## config.mk

```make
export PLATFORM = sky130hd
export DESIGN_NAME = axi_lite_demo_regs_flat
export DESIGN_NICKNAME = d
export VERILOG_FILES = /design/src/rtl/axi_lite_demo_regs_if.sv /design/src/rtl/axi_lite_demo_regs.sv /design/src/flat_wrapper.sv
export SDC_FILE = /design/constraint.sdc
export NUM_CORES = 1
export LEC_CHECK = 0
export BUFFER_PORTS_ARGS = -buffer_cell sky130_fd_sc_hd__buf_2
export CORE_MARGIN = 2
export CORE_UTILIZATION = 40
export CTS_CLUSTER_DIAMETER = 30
export DETAILED_ROUTE_END_ITERATION = 10
export GPL_ROUTABILITY_DRIVEN = 0
export HOLD_SLACK_MARGIN = 0.08
export PLACE_DENSITY_LB_ADDON = 0.12
export SETUP_SLACK_MARGIN = 0.5
export SYNTH_ARGS = -nofsm -noshare
export SYNTH_HDL_FRONTEND = slang
export SYNTH_SLANG_ARGS = --single-unit
```

## constraint.sdc

```tcl
create_clock -name clk -period 5.6 [get_ports clk]
set_input_delay 0.56 -clock clk [delete_from_list [all_inputs] [get_ports clk]]
set_output_delay 0.56 -clock clk [all_outputs]
set_load 0.05 [all_outputs]
```

## src/rtl/axi_lite_demo_regs_if.sv

```systemverilog
// Register-side handshake between the AXI-Lite slave and the demo register bank.
// The master side is the AXI-Lite slave front end; the slave side is the register bank.
interface axi_lite_demo_regs_if #(
  parameter int ADDR_WIDTH = 16,
  parameter int DATA_WIDTH = 32
);
  logic                  i_reg_in_rdy;
  logic                  o_reg_in_ack_stb;
  logic [ADDR_WIDTH-1:0] i_reg_address;
  logic [DATA_WIDTH-1:0] i_reg_in_data;
  logic                  i_reg_out_req;
  logic                  o_reg_out_rdy_stb;
  logic [DATA_WIDTH-1:0] o_reg_out_data;
  logic                  o_reg_invalid_addr;
  logic                  o_irq;

  modport master (
    output i_reg_in_rdy, i_reg_address, i_reg_in_data, i_reg_out_req,
    input  o_reg_in_ack_stb, o_reg_out_rdy_stb, o_reg_out_data, o_reg_invalid_addr, o_irq
  );

  modport slave (
    input  i_reg_in_rdy, i_reg_address, i_reg_in_data, i_reg_out_req,
    output o_reg_in_ack_stb, o_reg_out_rdy_stb, o_reg_out_data, o_reg_invalid_addr, o_irq
  );
endinterface

```

## src/rtl/axi_lite_demo_regs.sv

```systemverilog
// Demo register bank behind the AXI-Lite slave: seven registers plus a
// down-counting timer with a sticky interrupt.
//
// state  | meaning
// W_IDLE | waiting for a write request; performs the write on the accepting edge
// W_DONE | write acked, waiting for the slave to drop rdy
// R_IDLE | waiting for a read request
// R_WAIT | counting down read latency; strobe with data when the counter is 0
// R_DONE | strobe given, waiting for the slave to drop req
module axi_lite_demo_regs #(
  parameter int          ADDR_WIDTH   = 16,
  parameter int          DATA_WIDTH   = 32,
  parameter int          READ_LATENCY = 0,
  parameter logic [31:0] VERSION      = 32'h0001_0000
) (
  input  logic                 clk,
  input  logic                 rst,
  axi_lite_demo_regs_if.slave  bus
);
  typedef enum logic {W_IDLE, W_DONE} w_state_t;
  typedef enum logic [1:0] {R_IDLE, R_WAIT, R_DONE} r_state_t;

  localparam logic [5:0] IDX_CONTROL   = 6'd0;
  localparam logic [5:0] IDX_STATUS    = 6'd1;
  localparam logic [5:0] IDX_RELOAD    = 6'd2;
  localparam logic [5:0] IDX_COUNT     = 6'd3;
  localparam logic [5:0] IDX_IRQ_CLEAR = 6'd4;
  localparam logic [5:0] IDX_SCRATCH   = 6'd5;
  localparam logic [5:0] IDX_VERSION   = 6'd6;
  localparam logic [3:0] LATENCY       = 4'(READ_LATENCY);

  w_state_t w_state, w_next;
  r_state_t r_state, r_next;

  logic                  do_write;
  logic                  ack_q;
  logic                  wr_invalid_q;
  logic                  rd_stb;
  logic                  lat_load;
  logic                  lat_dec;
  logic [3:0]            lat_cnt;
  logic [5:0]            idx;
  logic                  addr_valid;
  logic [DATA_WIDTH-1:0] wdata;
  logic [DATA_WIDTH-1:0] rd_data;

  logic                  timer_en;
  logic                  auto_reload;
  logic                  irq_en;
  logic                  irq_pending;
  logic                  irq_q;
  logic [DATA_WIDTH-1:0] reload;
  logic [DATA_WIDTH-1:0] count;
  logic [DATA_WIDTH-1:0] scratch;
  logic                  expire;
  logic                  wr_control;
  logic                  wr_reload;
  logic                  wr_clear;
  logic                  wr_scratch;
  logic                  unused_addr_bits;

  assign idx              = bus.i_reg_address[7:2];
  assign addr_valid       = (idx <= IDX_VERSION);
  assign wdata            = bus.i_reg_in_data;
  assign unused_addr_bits = ^{bus.i_reg_address[1:0], bus.i_reg_address[ADDR_WIDTH-1:8]};

  // Write FSM
  always_comb begin
    w_next   = w_state;
    do_write = 1'b0;
    case (w_state)
      W_IDLE: if (bus.i_reg_in_rdy) begin
        do_write = 1'b1;
        w_next   = W_DONE;
      end
      W_DONE: if (!bus.i_reg_in_rdy) w_next = W_IDLE;
      default: w_next = W_IDLE;
    endcase
  end

  always_ff @(posedge clk) begin
    if (rst) begin
      w_state      <= W_IDLE;
      ack_q        <= 1'b0;
      wr_invalid_q <= 1'b0;
    end else begin
      w_state      <= w_next;
      ack_q        <= do_write;
      wr_invalid_q <= do_write & ~addr_valid;
    end
  end

  // Read FSM; a pending write takes precedence over a read request
  always_comb begin
    r_next   = r_state;
    lat_load = 1'b0;
    lat_dec  = 1'b0;
    rd_stb   = 1'b0;
    case (r_state)
      R_IDLE: if (bus.i_reg_out_req && !bus.i_reg_in_rdy && w_state == W_IDLE) begin
        r_next   = R_WAIT;
        lat_load = 1'b1;
      end
      R_WAIT: if (lat_cnt == 4'd0) begin
        rd_stb = 1'b1;
        r_next = R_DONE;
      end else begin
        lat_dec = 1'b1;
      end
      R_DONE: if (!bus.i_reg_out_req) r_next = R_IDLE;
      default: r_next = R_IDLE;
    endcase
  end

  always_ff @(posedge clk) begin
    if (rst) begin
      r_state <= R_IDLE;
      lat_cnt <= 4'd0;
    end else begin
      r_state <= r_next;
      if (lat_load)     lat_cnt <= LATENCY;
      else if (lat_dec) lat_cnt <= lat_cnt - 4'd1;
    end
  end

  always_comb begin
    rd_data = '0;
    case (idx)
      IDX_CONTROL: rd_data = {{(DATA_WIDTH-3){1'b0}}, irq_en, auto_reload, timer_en};
      IDX_STATUS:  rd_data = {{(DATA_WIDTH-2){1'b0}}, irq_pending, timer_en};
      IDX_RELOAD:  rd_data = reload;
      IDX_COUNT:   rd_data = count;
      IDX_SCRATCH: rd_data = scratch;
      IDX_VERSION: rd_data = VERSION;
      default:     rd_data = '0;
    endcase
  end

  assign wr_control = do_write && idx == IDX_CONTROL;
  assign wr_reload  = do_write && idx == IDX_RELOAD;
  assign wr_clear   = do_write && idx == IDX_IRQ_CLEAR && wdata[0];
  assign wr_scratch = do_write && idx == IDX_SCRATCH;
  assign expire     = timer_en && count == DATA_WIDTH'(1);

  // Software writes take priority over timer updates; expiry beats IRQ clear
  always_ff @(posedge clk) begin
    if (rst) begin
      timer_en    <= 1'b0;
      auto_reload <= 1'b0;
      irq_en      <= 1'b0;
      irq_pending <= 1'b0;
      irq_q       <= 1'b0;
      reload      <= '0;
      count       <= '0;
      scratch     <= '0;
    end else begin
      if (wr_control) begin
        timer_en    <= wdata[0];
        auto_reload <= wdata[1];
        irq_en      <= wdata[2];
      end else if (expire && !auto_reload) begin
        timer_en <= 1'b0;
      end

      if (wr_reload) begin
        reload <= wdata;
        count  <= wdata;
      end else if (timer_en) begin
        if (count == '0)  count <= reload;
        else if (expire)  count <= auto_reload ? reload : '0;
        else              count <= count - DATA_WIDTH'(1);
      end

      if (expire)        irq_pending <= 1'b1;
      else if (wr_clear) irq_pending <= 1'b0;

      if (wr_scratch) scratch <= wdata;
      irq_q <= irq_pending & irq_en;
    end
  end

  assign bus.o_reg_in_ack_stb   = ack_q;
  assign bus.o_reg_out_rdy_stb  = rd_stb;
  assign bus.o_reg_out_data     = rd_stb ? rd_data : '0;
  assign bus.o_reg_invalid_addr = ack_q ? wr_invalid_q : (rd_stb & ~addr_valid);
  assign bus.o_irq              = irq_q;
endmodule

```

## src/flat_wrapper.sv

```systemverilog
// flat-port wrapper written by rule: the top's interface ports become plain ports
module axi_lite_demo_regs_flat 
#(
  parameter int          ADDR_WIDTH   = 16,
  parameter int          DATA_WIDTH   = 32,
  parameter int          READ_LATENCY = 0,
  parameter logic [31:0] VERSION      = 32'h0001_0000
)
  (clk, rst, bus_i_reg_in_rdy, bus_i_reg_address, bus_i_reg_in_data, bus_i_reg_out_req, bus_o_reg_in_ack_stb, bus_o_reg_out_rdy_stb, bus_o_reg_out_data, bus_o_reg_invalid_addr, bus_o_irq);
  axi_lite_demo_regs_if #(.ADDR_WIDTH(ADDR_WIDTH), .DATA_WIDTH(DATA_WIDTH)) bus_i ();
  input  logic clk;
  input  logic rst;
  input wire logic [$bits(bus_i.i_reg_in_rdy)-1:0] bus_i_reg_in_rdy;
  input wire logic [$bits(bus_i.i_reg_address)-1:0] bus_i_reg_address;
  input wire logic [$bits(bus_i.i_reg_in_data)-1:0] bus_i_reg_in_data;
  input wire logic [$bits(bus_i.i_reg_out_req)-1:0] bus_i_reg_out_req;
  output wire logic [$bits(bus_i.o_reg_in_ack_stb)-1:0] bus_o_reg_in_ack_stb;
  output wire logic [$bits(bus_i.o_reg_out_rdy_stb)-1:0] bus_o_reg_out_rdy_stb;
  output wire logic [$bits(bus_i.o_reg_out_data)-1:0] bus_o_reg_out_data;
  output wire logic [$bits(bus_i.o_reg_invalid_addr)-1:0] bus_o_reg_invalid_addr;
  output wire logic [$bits(bus_i.o_irq)-1:0] bus_o_irq;
  assign bus_i.i_reg_in_rdy = bus_i_reg_in_rdy;
  assign bus_i.i_reg_address = bus_i_reg_address;
  assign bus_i.i_reg_in_data = bus_i_reg_in_data;
  assign bus_i.i_reg_out_req = bus_i_reg_out_req;
  assign bus_o_reg_in_ack_stb = bus_i.o_reg_in_ack_stb;
  assign bus_o_reg_out_rdy_stb = bus_i.o_reg_out_rdy_stb;
  assign bus_o_reg_out_data = bus_i.o_reg_out_data;
  assign bus_o_reg_invalid_addr = bus_i.o_reg_invalid_addr;
  assign bus_o_irq = bus_i.o_irq;
  axi_lite_demo_regs #(.ADDR_WIDTH(ADDR_WIDTH), .DATA_WIDTH(DATA_WIDTH), .READ_LATENCY(READ_LATENCY), .VERSION(VERSION)) u_core (.clk(clk), .rst(rst), .bus(bus_i));
endmodule
```

After elaboration in Yosys (flattened, before gate mapping)
Cells that the tools add are included.
Widths: inputs -> output; s select.
{ "op_classes": {"eq_ne": 12, "n_reduce_logical": 20, "n_addsub": 2, "bitwise_logic": 5, "multipliers": 0, "shift": 0, "mux": 24, "order_cmp": 1, "div_mod_pow": 0} }
{ "op_table": {"columns": ["operator", "count"], "rows": [
  ["$mux 32", 6],
  ["$pmux 32 s6", 1],
  ["$eq 32x1->1 const B", 1],
  ["$logic_not 32->1", 1],
  ["$sub 32x1->32 const B", 1],
  ["$eq 6x3->1 const B", 3],
  ["$mux 1", 13],
  ["$eq 6x2->1 const B", 2],
  ["$logic_and 1x1->1", 9],
  ["$eq 6x1->1 const B", 1],
  ["$le 6x3->1 const B", 1],
  ["$logic_not 6->1", 1],
  ["$mux 2", 3],
  ["$pmux 2 s3", 1],
  ["$reduce_bool 2->1", 3],
  ["$logic_not 4->1", 1],
  ["$ne 2x1->1 const B", 2],
  ["$sub 4x1->4 const B", 1],
  ["$and 1x1->1", 3],
  ["$reduce_and 3->1", 1],
  ["$eq 2x1->1 const B", 1],
  ["$eq 2x2->1 const B", 1],
  ["$logic_not 1->1", 2],
  ["$logic_not 2->1", 1],
  ["other kinds (3)", 4]
]} }
{ "word_totals": {"ff_bits": 110, "romBits": 0, "n_memories": 0, "latch_bits": 0, "wordCells": 77, "mem_bits_rw": 0, "in_bits": 52} }

Longest topological paths before layout
Gate-level depths: netlist of run 1.
{ "depth": {"ltp_word": 6, "depth_mapped": 9} }

Worst setup path after synthesis of run 1
No wires, ideal clock.
{ "synth_path": {"path_type": "input -> output", "startpoint": "input bus_i_reg_address[5]", "endpoint": "output bus_o_reg_out_data[21]", "slack_ns": 2.419, "arrival_ns": 2.621, "required_time_ns": 5.040, "path_stages": 7, "path_buffers": 2, "path_cell_list": "nor3_1 nand2b_1 nor3b_1 clkbuf_1 clkbuf_1 a222oi_1 nor2_1"} }
{ "synth_via": {"elab_chain_cells": 3, "elab_cells_between_ends": 8} }
{ "synth_lines": {"columns": ["item", "line", "rtl"], "rows": [
  ["from (decl)", "flat_wrapper.sv:14", "input wire logic [$bits(bus_i.i_reg_address)-1:0] bus_i_reg_address;"],
  ["$eq 6x3->1 (tied with other cells)", "axi_lite_demo_regs.sv:128", "case (idx)"],
  ["$pmux 32 s6 *", "axi_lite_demo_regs.sv:128", null],
  ["$mux 32 *", "axi_lite_demo_regs.sv:184", "assign bus.o_reg_out_data = rd_stb ? rd_data : '0;"],
  ["to (decl)", "flat_wrapper.sv:19", "output wire logic [$bits(bus_i.o_reg_out_data)-1:0] bus_o_reg_out_data;"]
]} }
Mark *: on every way between the ends. The rest lies on a longest branch, timed or not.

Final worst setup path of run 1
{ "layout_path": {"startpoint": "input bus_i_reg_address[5]", "endpoint": "output bus_o_reg_out_data[13]"} }
The elaborated chain is that of the path after synthesis.

==> results by group, run 1 <==
Setup path
  – Crit path required time: 5.04 ns
  – Crit start category: input pin
  – CP arrival: 2.71 ns
  – CP Class: input pin to output port
  – Worst Setup End Kind: output port
  – Crit Path Max Fanout: 19

Clocking
  – CTS Sinks: 110
  – Cts hold-fix bufs: 0
  – Clock Latency Late Sink: 0.36 ns
  – Root Buffer: clkbuf_16
  – # H-tree levels: 3
  – CTS Buffer Depth: 2
  – CTS clk-pin slew, worst paths: about 0.07 ns
  – CTS tree: done
  – TritonCTS buffer count: 9
  – Cts repair resizes: 0
  – Setup Buffers After CTS: 0

Route
  – Residual DRC count: 0
  – Total length of routed wires: about 19 mm
  – WL/cell: ~19 µm
  – DR vias: approximately 6100
  – Final ANT Viol Nets: 0
  – Initial DRC count: roughly 700
  – DR vias/cell: roughly 6.0
  – Initial DRT Pass Iterations: 6

Power and ir drop
  – PD cells: about 250 nW/µm²
  – P_leak: 2.36 nW
  – Max rail drop VDD: around 0.15 mV

Global route
  – Gr usage total: approximately a quarter
  – Largest net degree at the start of global routing: 70
  – Antenna violations before repair: 0
  – Grt ovf: 0
  – Vias in the first global route: slightly below 6000
  – First-pass GRT wire length: ~31 mm

Finish
  – Post-route design area: between 6000 and 7000 µm²
  – # nets final: 880
  – Commonest non-fill, non-tap cell in the layout: nand2_1
  – Most frequent cells in the layout: nand2_1, dfxtp_1, a21oi_1
  – Share of cells above drive strength 1: between 10% and 20%
  – Layout area overhead: 12.5%
  – N_diodes: 0

Placement
  – Area post-placement: about 6300 µm²
  – Buffers on Ports: between 70 and 80
  – HPWL Detailed: approximately 12 mm

Logic synthesis
  – Share of synthesized registers carrying an async set or reset: 0%
  – Post-synthesis cell type count: approximately 60
  – Yosys warning total: 0
  – Mapped Avg Cell Area: about 7.4 µm²
  – Top_reg_cell synth: dfxtp_1
  – Syn Inst Count: between 700 and 800
  – Sequential area share after synthesis: between 30% and 40%
  – Post-synthesis instance area: between 5000 and 6000 µm²
  – EDFF count, synth: 0
  – Flops & latches, synth: 110
  – Syn Nets: roughly 840

Timing
  – Final setup viols: 0
  – Final-report hold violation count: 0
  – Worst-Margin Slew: 0.963 ns
  – Clk_skew: ~0.011 ns
  – Max Freq: ~0.31 GHz
  – Final period utilization: roughly three fifths
  – Max transition margin: about 36%
  – Clock period minus worst slack: about 3.3 ns
  – Max-slew violations: 0
  – Post-route setup TNS: 0 ns
  – Unrepaired setup endpoints after global routing: no

Floorplanning
  – Die area: ~16000 µm²
  – FP Rows: 44
  – Core ar.: between 10000 and 15000 µm²
  – Num ports: 88
  – Initial Util: approximately 40%
  – Die Y-Extent: ~130 µm
  – Die W: roughly 130 µm

Job
  – Number of max-cap violations: 0

Hold path
  – Hold Path Class: input pin to register

Status
  – Outcome: completed
cell type report:
| class | count | area [µm²] |
|---|---|---|
| clock buffer | 13 | 240 |
| clock inverter | 3 | 45.0 |
| fill | 1522 | 7820 |
| inverter | 11 | 41.3 |
| multi-input combinational | 604 | 3370 |
| sequential | 110 | 2200 |
| tap | 184 | 230 |
| timing repair buffer | 89 | 478 |
routing by layer:
layer / GRT usage (%) / routed length [µm]
met2: 38.7 / 8720
met3: 3.04 / 1050
met4: 6.41 / 246
met1: 32.8 / 8760
met5: 0 / 0
flip-flops by register name, indices dropped and copies added, names as in the netlist:
register	count
u_core.lat_cnt	4
u_core.irq_en	1
u_core.count	32
u_core.reload	32
u_core.auto_reload	1
u_core.scratch	32
u_core.r_state	2
u_core.irq_pending	1
u_core.w_state	1
u_core.wr_invalid_q	1
u_core.bus.o_reg_in_ack_stb	1
u_core.timer_en	1
u_core.bus.o_irq	1
metrics by stage:
stage / cells / setup WS (ns) / power, mW / util (%) / hold slack, ns
after floorplan: 789 / 2.42 / 0.937 / - / 0.421
after detailed placement: 998 / 2.37 / 0.992 / 43.8 / 0.448
final: 1014 / 2.33 / 1.62 / 45.8 / 0.451
after global routing: 1014 / 2.14 / 1.68 / 45.8 / 0.458
after global placement: 998 / 2.38 / 0.990 / 43.8 / 0.443
after CTS: 1014 / 2.36 / 1.63 / 45.8 / 0.447
synthesized netlist by cell type, types with 4 or more instances:
cell type / n / share of area (%)
nand2_1: 155 / 9.9
dfxtp_1: 110 / 38
a21oi_1: 101 / 8.6
nor2_1: 81 / 5.2
clkbuf_1: 51 / 3.3
a222oi_1: 28 / 4.8
nor3_1: 27 / 2.3
o21ai_0: 26 / 2.2
a211oi_1: 19 / 2.4
a31oi_1: 13 / 1.4
nand3_1: 12 / 1.0
or3_1: 12 / 1.3
inv_1: 11 / 0.70
nor4_1: 11 / 1.2
nand4_1: 8 / 0.85
a221oi_1: 7 / 1.0
mux2i_1: 6 / 1.0
nand2b_1: 6 / 0.64
nor2b_1: 6 / 0.64
o22ai_1: 5 / 0.53
o32ai_1: 5 / 0.75
xnor2_1: 5 / 0.75
a31o_2: 4 / 0.60
and2_1: 4 / 0.43
and3_1: 4 / 0.43
buf_1: 4 / 0.26
nor3b_1: 4 / 0.51
o31ai_1: 4 / 0.51
xor2_1: 4 / 0.60
cell families (layout without fill, tap and decap cells):
kind of cell | count (synthesis) | in the layout | synth area share [%]
and+or+nand+nor | 348 | 348 | 27.3
AOI/OAI and AO/OA | 237 | 237 | 26.5
DFF | 110 | 110 | 37.5
buffers and inverters | 75 | 116 | 5.50
xor gates and xnor gates | 9 | 9 | 1.34
muxes | 7 | 7 | 1.22
adders and majority gates | 3 | 3 | 0.640
power by group:
part           total (mW)  switching (mW)  internal (mW)
sequential          0.792         0.00568          0.787
combinational       0.186           0.127         0.0583
clock               0.645           0.297          0.348
critical path: stages:
cell and delay (ns):
buf_2 0.10, or3_1 0.48, nor2_2 0.58, buf_4 0.41, a222oi_1 0.18, nor2_1 0.12
buf_2 0.27
path summary, 6_finish.rpt:
path                                                      from                              end  slack (ns)  depth (start not counted)
worst max-delay path                      bus_i_reg_address[5]           bus_o_reg_out_data[13]        2.33                          7
worst min-delay path                     bus_i_reg_in_data[28]  u_core.scratch[28]$_SDFFE_PP0P_        0.45                          3
worst max register to register   u_core.count[28]$_SDFFE_PP0P_    u_core.count[25]$_SDFFE_PP0P_        2.36                          7
worst min register to register  u_core.scratch[0]$_SDFFE_PP0P_   u_core.scratch[0]$_SDFFE_PP0P_        0.46                          2
Note: power is estimated with default switching activity, not from simulation.
==> run 2, diff against run 1 <==
ABC_AREA = 1   (was unset)
clock period = 2.8 ns   (was 5.6 ns; I/O delays follow)
==> results by group, run 2 <==
Floorplanning
  – Core ar.: 15800 µm² (was 14400 µm²)
  – Die Y-Extent: 131 µm (was 125 µm)
  – Die area: 17100 µm² (was 15700 µm²)
  – Num ports: 88 (unchanged)
  – Initial Util: 40.7% (about the same)
  – Die W: 131 µm (was 125 µm)
  – FP Rows: 46 (was 44)

Clocking
  – Cts hold-fix bufs: 0 (unchanged)
  – Clock Latency Late Sink: 0.36 ns (about the same)
  – TritonCTS buffer count: 9 (unchanged)
  – # H-tree levels: 3 (unchanged)
  – CTS clk-pin slew, worst paths: 0.07 ns (about the same)
  – CTS Sinks: 110 (unchanged)
  – CTS tree: done (unchanged)
  – Root Buffer: clkbuf_16 (unchanged)
  – CTS Buffer Depth: 2 (unchanged)

Route
  – DR vias: 6463 (was 6109)
  – Total length of routed wires: 18.8 mm (about the same)
  – Initial DRC count: 318 (was 704)
  – DR vias/cell: 4.94 (was 6.02)
  – Final ANT Viol Nets: 0 (unchanged)
  – Initial DRT Pass Iterations: 5 (was 6)
  – Residual DRC count: 0 (unchanged)
  – WL/cell: 14.3 µm (was 18.5 µm)

Setup path
  – Slowest stage delay, CP: 0.36 ns (was 0.58 ns)
  – CP arrival: 1.96 ns (was 2.71 ns)
  – RR Startpoint: u_core.count[0]$_SDFFE_PP0P_ (was u_core.count[28]$_SDFFE_PP0P_)
  – Crit path required time: 2.52 ns (was 5.04 ns)
  – Worst Setup End Kind: output port (unchanged)
  – Setup slack, reg-to-reg: 0.71 ns (was 2.36 ns)
  – Crit path max-delay cell type: dfxtp_4 (was nor2_2)
  – Reg2reg end: u_core.count[23]$_SDFFE_PP0P_ (was u_core.count[25]$_SDFFE_PP0P_)
  – Crit Path Max Fanout: 7 (was 19)
  – Critical-path cell list: inv_4 > ha_4 > nand3_4 > nor3_4 > nand2_2 > clkbuf_16 > a31oi_4 > buf_6 (was buf_2 > or3_1 > nor2_2 > buf_4 > a222oi_1 > nor2_1 > buf_2)
  – FF-to-FF path depth: 12 (was 7)
  – CP Class: register to output port (was input pin to output port)
  – Crit start category: register (was input pin)

Timing
  – Final-report hold violation count: 0 (unchanged)
  – Final period utilization: about four fifths
  – Clock period minus worst slack: between 2 and 2.5 ns
  – Max Freq: 0.446 GHz
  – Post-route setup TNS: 0 ns (unchanged)
  – Worst-Margin Slew: 0.846 ns (was 0.963 ns)
  – Unrepaired setup endpoints after global routing: yes (was no)
  – Max-slew violations: 0 (unchanged)
  – Max transition margin: 43.2% (was 35.7%)
  – Final setup viols: 0 (unchanged)
  – Clk_skew: 0.00365 ns (was 0.0114 ns)

Power and ir drop
  – Power, Total: 3.44 mW (was 1.62 mW)
  – Max rail drop VDD: 0.346 mV (was 0.148 mV)
  – P_leak: 3.69 nW (was 2.36 nW)
  – PD cells: 445 nW/µm² (was 246 nW/µm²)

Logic synthesis
  – Cell taking the most area after synthesis: dfxtp_1 (unchanged)
  – Mapped Avg Cell Area: 6.29 µm² (was 7.44 µm²)
  – Largest cells by area after synthesis: dfxtp_1, nand2_1, nor2_1, inv_1, o21ai_0 (was dfxtp_1, nand2_1, a21oi_1, nor2_1, a222oi_1)
  – Share of synthesized registers carrying an async set or reset: 0% (unchanged)
  – Most common cell in the netlist: nand2_1 (unchanged)
  – Main combinational cell family by area after synthesis: simple AND/OR/NAND/NOR gates (unchanged)
  – Sequential area share after synthesis: 34.2% (was 37.5%)
  – Post-synthesis mux area share: 0% (was 1.22%)
  – Synth Area in Compound Gates: 14.0% (was 26.5%)
  – Post-synthesis instance area: 6440 µm² (was 5870 µm²)
  – Adder-cell share of the synthesized area: 0.583% (was 0.640%)
  – Simple-gate portion of the synthesized area: 36.9% (was 27.3%)
  – Syn Nets: 1079 (was 844)
  – EDFF count, synth: 0 (unchanged)
  – Post-synthesis cell type count: 42 (was 61)
  – Top_reg_cell synth: dfxtp_1 (unchanged)
  – Yosys warning total: 0 (unchanged)
  – Syn Inst Count: 1024 (was 789)
  – Yosys top cell area share: 34.2% (was 37.5%)
  – Post-synth top cells: nand2_1, nor2_1, inv_1 (was nand2_1, dfxtp_1, a21oi_1)
  – XOR/XNOR share of the synthesized area: 3.40% (was 1.34%)
  – Flops & latches, synth: 110 (unchanged)

Finish
  – Final core utilization: 48.8% (was 45.8%)
  – Commonest non-fill, non-tap cell in the layout: nand2_1 (unchanged)
  – Non-Filler Instances: 1309 (was 1014)
  – N_diodes: 0 (unchanged)
  – Share of cells above drive strength 1: 15.7% (was 14.9%)
  – Top flop regs: u_core.count (32), u_core.reload (32), u_core.scratch (32) (unchanged)
  – # nets final: 1145 (was 880)
  – Layout area overhead: 19.8% (was 12.5%)
  – Most frequent cells in the layout: nand2_1, nor2_1, inv_1 (was nand2_1, dfxtp_1, a21oi_1)

Global route
  – Antenna violations before repair: 0 (unchanged)
  – Grt ovf: 0 (unchanged)
  – Largest net degree at the start of global routing: 44 (was 70)
  – Vias in the first global route: 5898 (was 5869)
  – First-pass GRT wire length: 30.4 mm (was 30.7 mm)
  – Gr usage total: 22.6% (was 23.6%)

Hold path
  – Min-Delay Path Depth: 3 (unchanged)
  – Hold Path End: u_core.w_state$_SDFF_PP0_ (was u_core.scratch[28]$_SDFFE_PP0P_)
  – Hold Crit Start: bus_i_reg_in_rdy (was bus_i_reg_in_data[28])
  – Hold Path Class: input pin to register (unchanged)

Job
  – Number of max-cap violations: 0 (unchanged)

Placement
  – HPWL Detailed: 13.1 mm (was 12.2 mm)
  – Placed cell count: 1290 (was 998)
  – Buffers on Ports: 77 (unchanged)

Status
  – Outcome: completed (unchanged)
## run 2: cells by family after synthesis
family / after synthesis
and+or+nand+nor: 553
buffers and inverters: 169
AOI/OAI and AO/OA: 164
DFF: 110
xor gates and xnor gates: 25
adders and majority gates: 3
## run 2: worst max-delay path, delay by kind of cell (launching register included)
family / cells / cell delay (ns)
compound gates: 1 / 0.18
fa+ha+maj: 1 / 0.14
buf+inv: 3 / 0.47
flops: 1 / 0.36
simple gates: 3 / 0.44
## run 2: how the worst max path moves through the flow
stage | start | to | slack [ns]
after floorplan | bus_i_reg_address[5] | bus_o_reg_out_data[28] | 0.49
after global placement | bus_i_reg_address[7] | u_core.count[3]$_SDFFE_PP0P_ | 0.42
after detailed placement | bus_i_reg_address[7] | u_core.count[9]$_SDFFE_PP0P_ | 0.38
after CTS | u_core.lat_cnt[0]$_SDFFE_PP0P_ | bus_o_reg_out_data[11] | 0.50
after global routing | u_core.count[0]$_SDFFE_PP0P_ | u_core.count[24]$_SDFFE_PP0P_ | 0.46
final | u_core.lat_cnt[1]$_SDFFE_PP0P_ | bus_o_reg_out_data[11] | 0.56
## run 2: report_power, final
part	total [mW]	internal, mW	switching, mW
combinational	0.538	0.171	0.366
clock	1.31	0.735	0.576
sequential	1.59	1.58	0.0139
## run 2: what timing repair did
action	in CTS	in global routing
gates cloned	0	1
resized for setup	54	18
endpoints found under the setup margin	49	37
buffers inserted	2	2
pin swaps	1	4
## run 2: per-stage QoR
stage / hold WS [ns] / instance area [µm²] / setup slack (ns)
final: 0.154 / 7720 / 0.558
after global routing: 0.164 / 7720 / 0.464
after CTS: 0.147 / 7600 / 0.497
after detailed placement: 0.447 / 7080 / 0.382
after global placement: 0.446 / 7080 / 0.422
after floorplan: 0.405 / 6490 / 0.489
## run 2: layout make-up
class | instances | area (µm²)
multi-input combinational | 745 | 3750
inverter | 122 | 460
clock buffer | 13 | 260
timing repair buffer | 102 | 743
clock inverter | 1 | 30.0
fill | 1729 | 8110
tap | 216 | 270
sequential | 110 | 2210
## run 2: metal layers
metal  GRT usage, %  vias to the layer above  routed length, µm
met1           31.5                     2955               9310
li1               -                     3360                  -
met4           6.45                        0                334
met2           36.0                      126               8380
met3           3.79                       22                737
met5              0                        -                  0
==> run 3, diff against run 2 <==
clock period = 1.8 ns   (was 2.8 ns; I/O delays follow)
==> results by group, run 3 (same netlist as run 2, synthesis figures left out) <==
Floorplanning
  – Core ar.: 15800 µm² (unchanged)
  – Die W: 131 µm (unchanged)
  – Die Y-Extent: 131 µm (unchanged)
  – FP Rows: 46 (unchanged)
  – Initial Util: 40.7% (unchanged)
  – Die area: 17100 µm² (unchanged)
  – Num ports: 88 (unchanged)

Power and ir drop
  – Power, Total: 6.27 mW (was 3.44 mW)
  – P_leak: 5.18 nW (was 3.69 nW)
  – Max rail drop VDD: 0.474 mV (was 0.346 mV)
  – PD cells: 546 nW/µm² (was 445 nW/µm²)

Route
  – DR vias/cell: 5.24 (was 4.94)
  – WL/cell: 17.5 µm (was 14.3 µm)
  – Residual DRC count: 0 (unchanged)
  – Total length of routed wires: 26.1 mm (was 18.8 mm)
  – Final ANT Viol Nets: 0 (unchanged)
  – DR vias: 7825 (was 6463)
  – Initial DRC count: 623 (was 318)
  – Initial DRT Pass Iterations: 8 (was 5)

Timing
  – Unrepaired setup endpoints after global routing: yes (unchanged)
  – Max Freq: between 0.4 and 0.5 GHz
  – Final-report hold violation count: 0 (unchanged)
  – Final period utilization: 114%
  – Clk_skew: 0.00631 ns (was 0.00365 ns)
  – Post-route setup TNS: -8.80 ns (was 0 ns)
  – Final setup viols: 64 (was 0)
  – Final setup margin: -0.250 ns (was 0.558 ns)
  – Worst hold slack: 0.0813 ns (was 0.154 ns)
  – Clock period minus worst slack: 2.05 ns
  – Max transition margin: 66.0% (was 43.2%)
  – Max-slew violations: 0 (unchanged)
  – Worst-Margin Slew: 0.508 ns (was 0.846 ns)

Setup path
  – Crit path required time: 1.62 ns (was 2.52 ns)
  – Crit Path Max Fanout: 6 (was 7)
  – FF-to-FF path depth: 15 (was 12)
  – Setup slack, reg-to-reg: -0.15 ns (was 0.71 ns)
  – Worst Setup End Kind: output port (unchanged)
  – Crit start category: register (unchanged)
  – CP arrival: 1.87 ns (was 1.96 ns)
  – CP Class: register to output port (unchanged)

Global route
  – Gr usage total: 28.7% (was 22.6%)
  – Vias in the first global route: 7187 (was 5898)
  – Largest net degree at the start of global routing: 46 (was 44)
  – Grt ovf: 0 (unchanged)
  – First-pass GRT wire length: 37.5 mm (was 30.4 mm)
  – Antenna violations before repair: 0 (unchanged)

Finish
  – Final core utilization: 72.6% (was 48.8%)
  – Non-Filler Instances: 1492 (was 1309)
  – N_diodes: 0 (unchanged)
  – Share of cells above drive strength 1: 45.0% (was 15.7%)
  – Top flop regs: u_core.count (32), u_core.reload (32), u_core.scratch (32) (unchanged)
  – Commonest non-fill, non-tap cell in the layout: nand2_1 (unchanged)
  – Most frequent cells in the layout: nand2_1, nor2_1, dfxtp_1 (was nand2_1, nor2_1, inv_1)
  – Layout area overhead: 78.3% (was 19.8%)
  – Post-route design area: 11500 µm² (was 7720 µm²)
  – # nets final: 1326 (was 1145)

Clocking
  – TritonCTS buffer count: 9 (unchanged)
  – Clock Latency Late Sink: 0.37 ns (was 0.36 ns)
  – Root Buffer: clkbuf_16 (unchanged)
  – # H-tree levels: 3 (unchanged)
  – CTS tree: done (unchanged)
  – CTS Buffer Depth: 2 (unchanged)
  – CTS clk-pin slew, worst paths: 0.07 ns (about the same)
  – CTS Sinks: 110 (unchanged)

Placement
  – Place WS: -0.228 ns (was 0.382 ns)
  – Area post-placement: 8220 µm² (was 7080 µm²)
  – HPWL Detailed: 14.7 mm (was 13.1 mm)
  – Placed cell count: 1373 (was 1290)
  – Buffers on Ports: 77 (unchanged)

Hold path
  – Min-Delay Path Depth: 3 (unchanged)
  – Hold Path Class: input pin to register (unchanged)

Status
  – Failing checks: negative setup slack
  – Outcome: complete, but fails checks (was completed)

Job
  – Number of max-cap violations: 0 (unchanged)
## run 3: per-layer routing
layer | part of all wire, % | up-vias | global-route usage [%]
met5 | 0 | - | 0
met1 | 43 | 3725 | 37.4
met4 | 4.5 | 0 | 15.0
li1 | - | 3736 | -
met3 | 5.8 | 68 | 4.40
met2 | 47 | 296 | 46.0
## run 3: repair_timing
action | in CTS | in global routing
buffers inserted | 32 | 27
setup endpoints to repair | 103 | 132
endpoints found under the hold margin | 27 | 0
hold buffers | 27 | 0
resized for setup | 305 | 221
cloned | 14 | 3
pin swaps | 107 | 77
## run 3: where the power goes
part	switching [mW]	internal (mW)	total, mW	leakage [nW]
clock	0.985	1.12	2.11	0.142
combinational	0.958	0.739	1.70	4.14
sequential	0.0181	2.45	2.47	0.894
total	1.96	4.31	6.27	5.18
## run 3: cell type report
cell class,count,area [µm²]
Clock buffer,11,243
Tap cell,216,270
Sequential cell,110,2220
Inverter,122,569
Clock inverter,5,58.8
Fill cell,1187,4340
Multi-Input combinational cell,748,5100
Timing Repair Buffer,280,3020
## run 3: path summary, 6_finish.rpt
| kind | to | startpoint |
|---|---|---|
| worst max-delay path | bus_o_reg_out_data[11] | u_core.lat_cnt[0]$_SDFFE_PP0P_ |
| worst min-delay path | u_core.w_state$_SDFF_PP0_ | bus_i_reg_in_rdy |
| worst max register to register | u_core.count[16]$_SDFFE_PP0P_ | u_core.count[0]$_SDFFE_PP0P_ |
| worst min register to register | u_core.reload[22]$_SDFFE_PP0P_ | u_core.reload[22]$_SDFFE_PP0P_ |
## run 3: critical path, stage by stage (launching register included)
cell	delay (ns)
dfxtp_2	0.33
inv_2	0.06
ha_4	0.14
nand3_4	0.08
nor3_4	0.15
buf_6	0.15
nand2_8	0.07
buf_12	0.17
a31oi_4	0.16
buf_6	0.18
